$ cat src/rtl/seq_divider.sv
// seq_divider: radix-2 restoring integer divider, one quotient bit per clock.
// Signed/unsigned per operation, start/done handshake, divide-by-zero detection.
module seq_divider #(
   parameter int WIDTH = 32
) (
   input  logic             clk,
   input  logic             reset,
   input  logic             start,
   input  logic             is_signed,
   input  logic [WIDTH-1:0] dividend,
   input  logic [WIDTH-1:0] divisor,
   output logic             busy,
   output logic             done,
   output logic [WIDTH-1:0] quotient,
   output logic [WIDTH-1:0] remainder,
   output logic             div_by_zero
);
   localparam int CNT_W = $clog2(WIDTH + 1);

   typedef enum logic [1:0] {IDLE, RUN, FIX} state_t;

   state_t           state, state_nxt;
   logic [CNT_W-1:0] count;
   logic             zero_flag, neg_quo, neg_rem;
   logic [WIDTH-1:0] rem_mag, quo_mag, dvs_mag;
   logic [WIDTH:0]   shifted, trial;
   logic             accept, last_iter, dvd_neg, dvs_neg;

   function automatic logic [WIDTH-1:0] neg_if(input logic neg, input logic [WIDTH-1:0] val);
      return neg ? (~val + WIDTH'(1)) : val;
   endfunction

   assign accept    = (state == IDLE) && start;
   assign last_iter = (count == CNT_W'(1));
   assign dvd_neg   = is_signed && dividend[WIDTH-1];
   assign dvs_neg   = is_signed && divisor[WIDTH-1];

   always_ff @(posedge clk or posedge reset) begin
      if (reset) state <= IDLE;
      else       state <= state_nxt;
   end

   always_comb begin
      state_nxt = state;
      case (state)
         IDLE:    if (start) state_nxt = (divisor == '0) ? FIX : RUN;
         RUN:     if (last_iter) state_nxt = FIX;
         FIX:     state_nxt = IDLE;
         default: state_nxt = IDLE;
      endcase
   end

   always_comb begin
      busy = (state != IDLE);
   end

   always_ff @(posedge clk or posedge reset) begin
      if (reset) begin
         count       <= '0;
         zero_flag   <= 1'b0;
         neg_quo     <= 1'b0;
         neg_rem     <= 1'b0;
         done        <= 1'b0;
         quotient    <= '0;
         remainder   <= '0;
         div_by_zero <= 1'b0;
      end else begin
         done <= (state == FIX);
         if (accept) begin
            count     <= CNT_W'(WIDTH);
            zero_flag <= (divisor == '0);
            neg_quo   <= dvd_neg ^ dvs_neg;
            neg_rem   <= dvd_neg;
         end else if (state == RUN) begin
            count <= count - CNT_W'(1);
         end
         // Sign fix-up: quotient truncates toward zero, remainder follows the dividend
         if (state == FIX) begin
            quotient    <= zero_flag ? '1 : neg_if(neg_quo, quo_mag);
            remainder   <= neg_if(neg_rem, rem_mag);
            div_by_zero <= zero_flag;
         end
      end
   end

   assign shifted = {rem_mag, quo_mag[WIDTH-1]};
   assign trial   = shifted - {1'b0, dvs_mag};

   // On a zero divisor the dividend magnitude parks in rem_mag so FIX restores it unchanged
   always_ff @(posedge clk) begin
      if (accept) begin
         quo_mag <= neg_if(dvd_neg, dividend);
         dvs_mag <= neg_if(dvs_neg, divisor);
         rem_mag <= (divisor == '0) ? neg_if(dvd_neg, dividend) : '0;
      end else if (state == RUN) begin
         rem_mag <= trial[WIDTH] ? shifted[WIDTH-1:0] : trial[WIDTH-1:0];
         quo_mag <= {quo_mag[WIDTH-2:0], ~trial[WIDTH]};
      end
   end

endmodule

$ cat config.mk
export PLATFORM = sky130hd
export DESIGN_NAME = seq_divider
export DESIGN_NICKNAME = d
export VERILOG_FILES = /design/src/rtl/seq_divider.sv
export SDC_FILE = /design/constraint.sdc
export NUM_CORES = 1
export LEC_CHECK = 0
export ABC_AREA = 0
export BUFFER_PORTS_ARGS = -buffer_cell sky130_fd_sc_hd__clkbuf_2
export CORE_MARGIN = 2
export CORE_UTILIZATION = 35
export DETAILED_ROUTE_END_ITERATION = 10
export GPL_TIMING_DRIVEN = 0
export PLACE_DENSITY = 0.59
export SLEW_MARGIN = 5
export SYNTH_ARGS = -nofsm -noshare
export SYNTH_HDL_FRONTEND = slang
export SYNTH_SLANG_ARGS = --single-unit
$ cat constraint.sdc
create_clock -name clk -period 5.4 [get_ports clk]
set_clock_uncertainty 0.2 [all_clocks]
set_input_delay 0.54 -clock clk [delete_from_list [all_inputs] [get_ports clk]]
set_output_delay 0.54 -clock clk [all_outputs]
set_load 0.01 [all_outputs]
==> metrics.csv, run 1 <==
metric,value,unit
status,"complete, no violations",
Final Hold Fails,0,
RR Startpoint,quo_mag[31]$_DFFE_PP_,
vias per cell,5.36,
Fillers,3164,
Hold WS,0.143,ns
Root Driver,clkbuf_16,
post-layout min period,5.02,ns
antenna diode count,0,
total gr overflow,0,
YS warnings,0,
Static Leakage,5.37,nW
Worst Path Max Fanout,10,
async set-or-reset flop fraction in the synthesized netlist,44.5,%
deepest clock path buffer count,2,
Syn Inst Count,1185,
area grow syn2layout,16.4,%
TritonCTS Sinks,173,
initial antenna violation count,0,
setup tns final,0,ns
Die Area,33000,um2
gpl congestion,0.928,
reg2reg path depth,16,
DR pass1 iterations,5,
final WL,32300,um
Initial Util,35.2,%
Synth Net Count,1292,
Clock H-tree levels,4,
Antenna Nets Post-Route,0,
Max Transition Viols Final,0,
via count,9412,
max-cap viol count,0,
total track usage,19.7,%
kind of critical path,flip-flop to flip-flop,
I/O pin cnt,135,
largest net degree at the start of global routing,65,
Hold Path Depth,1,
Yosys reg bits,173,
core area,31300,um2
RSZ-0062 raised after global routing,no,
Netlist cell types,59,
Syn Std Cell Area,11000,um2
detailed-route DRC error count,0,
Post-synth top flop,edfxtp_1,
PortBufs,134,
crit path DAT,5.11,ns
final HPWL from detailed placement,25200,um
die width,182,um
Overall Power,0.00769,W
"most common cell after layout, fill and taps aside",nand2_1,
measured slew at the worst slew-check pin,0.904,ns
clk_lat worst skew,0.45,ns
Hold WC Path Type,input port to flip-flop,
vias in the first global route,8999,
worst path required time,5.50,ns
syn_area_per_cell,9.31,um2
Crit. End Element,flip-flop,
Slew headroom,39.7,%
Num CTS Buffers,17,
"commonest cells after routing, fill and taps aside","nand2_1, clkbuf_2, o21ai_0",
f_max,199,MHz
routed len/inst,18.4,um
R2R Path End,rem_mag[31]$_DFFE_PP_,
Worst IR Drop VDD,0.299,mV
share of cells above drive strength 1,14.2,%
Final Net Count,1448,
CP startpoint kind,flip-flop,
"reg-to-reg slack, setup",0.38,ns
final period utilization,92.9,%
Die Y,182,um
DR iter-0 viols,674,
min-delay src,divisor[0],
Post-synth EDFFs,96,
sequential-to-total area share from yosys stat,43.6,%
"Reg clk slew, reported paths",0.07,ns
hold endpoint,dvs_mag[0]$_DFFE_PP_,
P per Cell Area,598,nW/um2
final setup fails,0,
first-pass GRT wire length,50100,um
TritonCTS clock tree,done,
row count,65,
-- flip-flops by register name, indices dropped and copies added (netlist names) --
| name | cells |
|---|---|
| dvs_mag | 32 |
| quo_mag | 32 |
| quotient | 32 |
| rem_mag | 32 |
| remainder | 32 |
| count | 6 |
| state | 2 |
| div_by_zero | 1 |
| done | 1 |
| neg_quo | 1 |
| neg_rem | 1 |
| zero_flag | 1 |
-- where the power goes --
part / switching, W / internal (W) / total (W)
combinational: 0.00225 / 0.00159 / 0.00383
sequential: 0.000536 / 0.00209 / 0.00262
clock: 0.000595 / 0.000633 / 0.00123
total: 0.00338 / 0.00431 / 0.00769
-- per-layer routing --
layer  global-route usage (%)  share of wire, %  up-vias
met5                        0                 0        -
met4                     7.51               2.9        0
met3                     3.59               5.4       43
met2                     30.7                45      295
met1                     27.3                47     4492
li1                         -                 -     4582
-- cells in the mapped netlist (30+ instances only) --
cell / number / area [um2]
nor2_1: 72 / 270
inv_1: 49 / 184
dfrtp_1: 77 / 1930
o21ai_1: 30 / 150
a21oi_1: 77 / 385
xor2_1: 89 / 780
xnor2_1: 59 / 517
clkbuf_1: 43 / 161
o21ai_0: 103 / 515
nand2_1: 145 / 544
ha_1: 38 / 475
edfxtp_1: 96 / 2880
-- cell type report --
cell class,instances,area [um2],area share [%]
tap,402,503,3.92
inverter,51,194,1.51
buffer,55,213,1.66
timing repair buffer,137,728,5.67
multi-input combinational,906,5830,45.4
sequential,173,4810,37.4
clock inverter,14,121,0.945
clock buffer,18,450,3.51
-- worst max-delay path, cell delays in order (launching register included) --
cell and delay (ns):
edfxtp_1 0.46, inv_1 0.13, ha_1 0.25, fa_1 0.40, nor2b_1 0.20, o2111ai_1 0.17, a21oi_1 0.31, nor4_1 0.12
o21bai_1 0.20, nand2_1 0.09, a22o_1 0.23, o31ai_1 0.25, xor2_1 0.47, buf_2 0.45, clkbuf_1 0.50, nand2_1 0.27
o21bai_1 0.19
-- metrics by stage --
stage | area [um2] | worst slack (ns) | instances | utilization (%)
2_1_floorplan | 11000 | 1.62 | 1185 | -
3_3_place_gp | 12200 | 0.480 | 1721 | 39.0
3_5_place_dp | 12300 | 0.444 | 1723 | 39.2
4_1_cts | 12800 | 0.412 | 1756 | 41.0
5_1_grt | 12800 | 0.0954 | 1756 | 41.0
6_report | 12800 | 0.384 | 1756 | 41.0
-- kinds of logic after synthesis --
kind of cell,after synthesis,synth area share (%)
buffers and inverters,106,3.65
muxes,25,2.28
and+or+nand+nor,353,15.5
AOI/OAI and AO/OA,341,18.7
adders and majority gates,39,4.49
DFF,173,43.6
xor gates and xnor gates,148,11.8
-- worst max path at each step --
stage / startpoint / to / depth (start not counted)
global route: quo_mag[31]$_DFFE_PP_ / rem_mag[30]$_DFFE_PP_ / 16
detailed placement: quo_mag[31]$_DFFE_PP_ / rem_mag[31]$_DFFE_PP_ / 16
finish: quo_mag[31]$_DFFE_PP_ / rem_mag[31]$_DFFE_PP_ / 16
CTS: quo_mag[31]$_DFFE_PP_ / rem_mag[31]$_DFFE_PP_ / 16
floorplan: quo_mag[31]$_DFFE_PP_ / rem_mag[31]$_DFFE_PP_ / 16
global placement: quo_mag[31]$_DFFE_PP_ / rem_mag[31]$_DFFE_PP_ / 16
-- what timing repair did --
action / in CTS / in global routing
buffers inserted: 0 / 0
endpoints found under the hold margin: 28 / 0
gates resized for setup: 0 / 0
setup endpoints to repair: 0 / 0
hold buffers: 1 / 0
(Power assumes the default switching activity.)
==> run 2, diff against run 1 <==
==> constraint.sdc (replaced) <==
create_clock -name clk -period 5.4 [get_ports clk]
set_clock_uncertainty 0.2 [all_clocks]
set_input_delay 0.27 -clock clk [delete_from_list [all_inputs] [get_ports clk]]
set_output_delay 0.27 -clock clk [all_outputs]
set_load 0.01 [all_outputs]
==> metrics.csv, run 2 (synthesis results as in run 1) <==
metric,value,unit
status,"complete, no violations",
area grow syn2layout,19.3,%
Hold WC Path Type,input port to flip-flop,
Antenna Nets Post-Route,0,
worst path required time,5.50,ns
antenna diode count,0,
Die Area,33000,um2
met3 usage in global routing,3.49,%
final period utilization,93.4,%
Crit-path slowest cell,clkbuf_1,
Static Leakage,5.50,nW
Worst IR Drop VDD,0.300,mV
TritonCTS clock tree,done,
Worst Path Max Fanout,10,
final setup fails,0,
Crit. End Element,flip-flop,
"commonest cells after routing, fill and taps aside","nand2_1, clkbuf_2, o21ai_0",
GRT met1 Usage,27.2,%
met2 GRT Util,31.0,%
post-layout min period,5.05,ns
final WL,32300,um
vias in the first global route,9020,
max-cap viol count,0,
DR pass1 iterations,5,
kind of critical path,flip-flop to flip-flop,
Initial Util,35.2,%
crit-path cells,inv_1 > ha_1 > fa_1 > nor2b_1 > o2111ai_1 > a21oi_1 > nor4_1 > o21bai_1 > nand2_1 > a22o_1 > o31ai_1 > xor2_1 > buf_2 > clkbuf_1 > nand2_1 > o21bai_1,
"reg-to-reg slack, setup",0.35,ns
Max Transition Viols Final,0,
final HPWL from detailed placement,25200,um
gpl congestion,0.928,
f_max,198,MHz
vias per cell,5.34,
PortBufs,134,
total gr overflow,0,
largest net degree at the start of global routing,65,
Num CTS Buffers,17,
Root Driver,clkbuf_16,
P per Cell Area,586,nW/um2
detailed-route DRC error count,0,
CP startpoint kind,flip-flop,
setup tns final,0,ns
crit path DAT,5.14,ns
share of cells above drive strength 1,13.9,%
initial antenna violation count,0,
die width,182,um
"Reg clk slew, reported paths",0.07,ns
core area,31300,um2
Clock H-tree levels,4,
Final Hold Fails,0,
"delay-heaviest family, CP",compound AO/OA/AOI/OAI gates,
first-pass GRT wire length,50200,um
RSZ-0062 raised after global routing,no,
clk_lat worst skew,0.45,ns
row count,65,
Top Usage Layer GRT,met2,
deepest clock path buffer count,2,
Die Y,182,um
total track usage,19.7,%
Hold WS,0.0323,ns
Slew headroom,40.4,%
via count,9539,
measured slew at the worst slew-check pin,0.894,ns
"most common cell after layout, fill and taps aside",nand2_1,
CP max stage delay,0.52,ns
Final Net Count,1479,
TritonCTS Sinks,173,
routed len/inst,18.1,um
CP bufs+invs,3,
DR iter-0 viols,710,
I/O pin cnt,135,
[run 2: path summary, 6_finish.rpt]
check | cells after the start | to | start
setup / recovery | 16 | rem_mag[31]$_DFFE_PP_ | quo_mag[31]$_DFFE_PP_
hold / removal | 4 | neg_quo$_DFFE_PP0P_ | dividend[31]
setup reg to reg | 16 | rem_mag[31]$_DFFE_PP_ | quo_mag[31]$_DFFE_PP_
hold reg to reg | 2 | div_by_zero$_DFFE_PP0P_ | div_by_zero$_DFFE_PP0P_
max in group asynchronous | 4 | remainder[20]$_DFFE_PP0P_ | reset
min in group asynchronous | 3 | div_by_zero$_DFFE_PP0P_ | reset
[run 2: cell type report]
| type | count | area (um2) |
|---|---|---|
| Buffer | 55 | 213 |
| Clock buffer | 18 | 450 |
| Clock inverter | 14 | 121 |
| Fill cell | 3160 | 18200 |
| Inverter | 51 | 194 |
| Multi-Input combinational cell | 906 | 5830 |
| Sequential cell | 173 | 4810 |
| Tap cell | 402 | 503 |
| Timing Repair Buffer | 168 | 1040 |
[run 2: power breakdown]
group          total [W]  internal, W  switching, W  leakage, nW
Clock            0.00123     0.000633      0.000594        0.278
Combinational    0.00385      0.00160       0.00225         3.32
Sequential       0.00263      0.00209      0.000539         1.90
Total            0.00770      0.00432       0.00338         5.50
[run 2: layer usage]
metal / vias to the layer above / share of wire (%)
met3: 43 / 5.9
met4: 0 / 2.8
met1: 4534 / 47
li1: 4651 / -
met2: 311 / 45
met5: - / 0
[run 2: worst register-to-register path, delay by kind of cell (launching register included)]
kind | cells | cell delay [ns]
buf+inv | 3 | 1.09
xor+xnor | 1 | 0.46
fa+ha+maj | 2 | 0.65
compound gates | 6 | 1.36
flops | 1 | 0.46
simple gates | 4 | 0.69
[run 2: timing repair]
item	CTS	global route
endpoints found under the setup margin	0	0
setup buffers	0	0
endpoints found under the hold margin	59	0
resized for setup	0	0
hold buffers	32	0
[run 2: through the flow]
step | std cells | utilization, % | area (um2) | setup WS, ns | total power, W
finish | 1787 | 42.0 | 13200 | 0.354 | 0.00770
global route | 1787 | 42.0 | 13200 | 0.0954 | 0.00825
CTS | 1787 | 42.0 | 13200 | 0.412 | 0.00767
detailed placement | 1723 | 39.2 | 12300 | 0.444 | 0.00642
global placement | 1721 | 39.0 | 12200 | 0.480 | 0.00636
floorplan | 1185 | - | 11000 | 1.62 | 0.00528
==> run 3, diff against run 2 <==
- CORE_ASPECT_RATIO: default -> 1.75
==> metrics.csv, run 3 (synthesis results as in run 1) <==
metric,value,unit
TritonCTS Sinks,173,
I/O pin cnt,135,
final setup fails,0,
share of cells above drive strength 1,13.9,%
Max Transition Viols Final,0,
Antenna Nets Post-Route,0,
clk_lat worst skew,0.45,ns
via count,9485,
total track usage,19.9,%
vias per cell,5.32,
Clock H-tree levels,4,
detailed-route DRC error count,0,
Root Driver,clkbuf_16,
TritonCTS clock tree,done,
PortBufs,134,
row count,86,
Crit. End Element,flip-flop,
routed len/inst,18.4,um
DR iter-0 viols,480,
Final Net Count,1480,
setup tns final,0,ns
first-pass GRT wire length,50800,um
total gr overflow,0,
f_max,204,MHz
worst path required time,5.40,ns
initial antenna violation count,0,
vias in the first global route,9403,
P per Cell Area,587,nW/um2
crit path DAT,4.89,ns
Static Leakage,5.54,nW
Layout Cells excl Fill,1782,
kind of critical path,flip-flop to flip-flop,
core area,31300,um2
"Reg clk slew, reported paths",0.07,ns
die width,138,um
Initial Util,35.2,%
Final Hold Fails,0,
Die Area,33000,um2
Hold WC Path Type,input port to flip-flop,
"commonest cells after routing, fill and taps aside","nand2_1, clkbuf_2, o21ai_0",
deepest clock path buffer count,2,
final HPWL from detailed placement,26900,um
final WL,32800,um
Inst Count DP,1717,
CP startpoint kind,flip-flop,
Slew headroom,28.8,%
Worst IR Drop VDD,0.258,mV
gpl congestion,0.896,
post-layout min period,4.89,ns
Die Y,239,um
status,"complete, no violations",
largest net degree at the start of global routing,65,
DR pass1 iterations,5,
"most common cell after layout, fill and taps aside",nand2_1,
max-cap viol count,0,
area grow syn2layout,20.1,%
Num CTS Buffers,17,
final period utilization,90.6,%
Worst Path Max Fanout,10,
RSZ-0062 raised after global routing,no,
antenna diode count,0,
"Setup Fix Bufs, Post-CTS",0,
measured slew at the worst slew-check pin,1.04,ns
==> run 3: changes by cell type in the layout (fill, tap and decap cells not counted), moves of 2 or more <==
| cell | change |
|---|---|
| clkinv_2 | +2 |
| bufinv_16 | +5 |
| inv_6 | -4 |
| dlygate4sd3_1 | +2 |
| inv_8 | -2 |
==> run 3: area by class of cell <==
class,count,area (um2)
fillers,3124,18100
multi-input cells,906,5830
flip-flops and latches,173,4810
repair buffers,170,1060
well taps,396,495
clock buffers,17,425
clock inverters,15,219
plain buffers,54,209
inverters,51,194
==> run 3: layer usage <==
layer,GRT usage [%],wire length [um]
met2,38.1,17700
met3,2.94,1210
met1,20.3,12000
met5,0,0
met4,11.5,1810
==> run 3: repair_timing <==
action / 4_1_cts / 5_1_grt
endpoints found under the hold margin: 109 / 0
gates resized for setup: 1 / 0
hold buffers: 34 / 0
endpoints found under the setup margin: 2 / 0
==> run 3: metrics by stage <==
step | utilization (%) | cell area [um2] | worst slack [ns] | power (W) | hold WS (ns)
CTS | 42.3 | 13200 | 0.464 | 0.00780 | 0.0235
global placement | 39.0 | 12200 | -0.0508 | 0.00634 | 0.273
global route | 42.3 | 13200 | 0.325 | 0.00831 | 0.0363
finish | 42.3 | 13200 | 0.508 | 0.00778 | 0.0384
detailed placement | 39.1 | 12300 | -0.117 | 0.00641 | 0.00119
floorplan | - | 11000 | 1.62 | 0.00528 | 0.169
==> run 3: final timing paths <==
path                       slack (ns)                     from  cells past startpoint                  endpoint
min in group asynchronous        0.09                    reset                      3  quotient[29]$_DFFE_PP0P_
max reg2reg                      0.51    quo_mag[31]$_DFFE_PP_                     15     rem_mag[25]$_DFFE_PP_
max in group asynchronous        4.32                    reset                      4      count[2]$_DFFE_PP0P_
max                              0.51    quo_mag[31]$_DFFE_PP_                     15     rem_mag[25]$_DFFE_PP_
min reg2reg                      0.29  quotient[0]$_DFFE_PP0P_                      2   quotient[0]$_DFFE_PP0P_
min                              0.04               divisor[1]                      3      dvs_mag[3]$_DFFE_PP_
==> run 3: critical path, stage by stage (launching register included) <==
cell       delay (ns)
edfxtp_1         0.51
inv_1            0.14
ha_1             0.25
fa_1             0.41
nor2b_1          0.20
o2111ai_1        0.18
a21oi_1          0.36
nor4_1           0.14
o21bai_1         0.23
nand2_1          0.12
a22o_1           0.25
o31ai_1          0.36
xor2_2           0.38
clkbuf_1         0.54
mux2i_1          0.26
o22ai_1          0.10
==> run 3: report_power, final <==
part	internal (W)	switching [W]	total (W)
logic	0.00160	0.00223	0.00383
registers	0.00209	0.000492	0.00258
clock network	0.000820	0.000547	0.00137
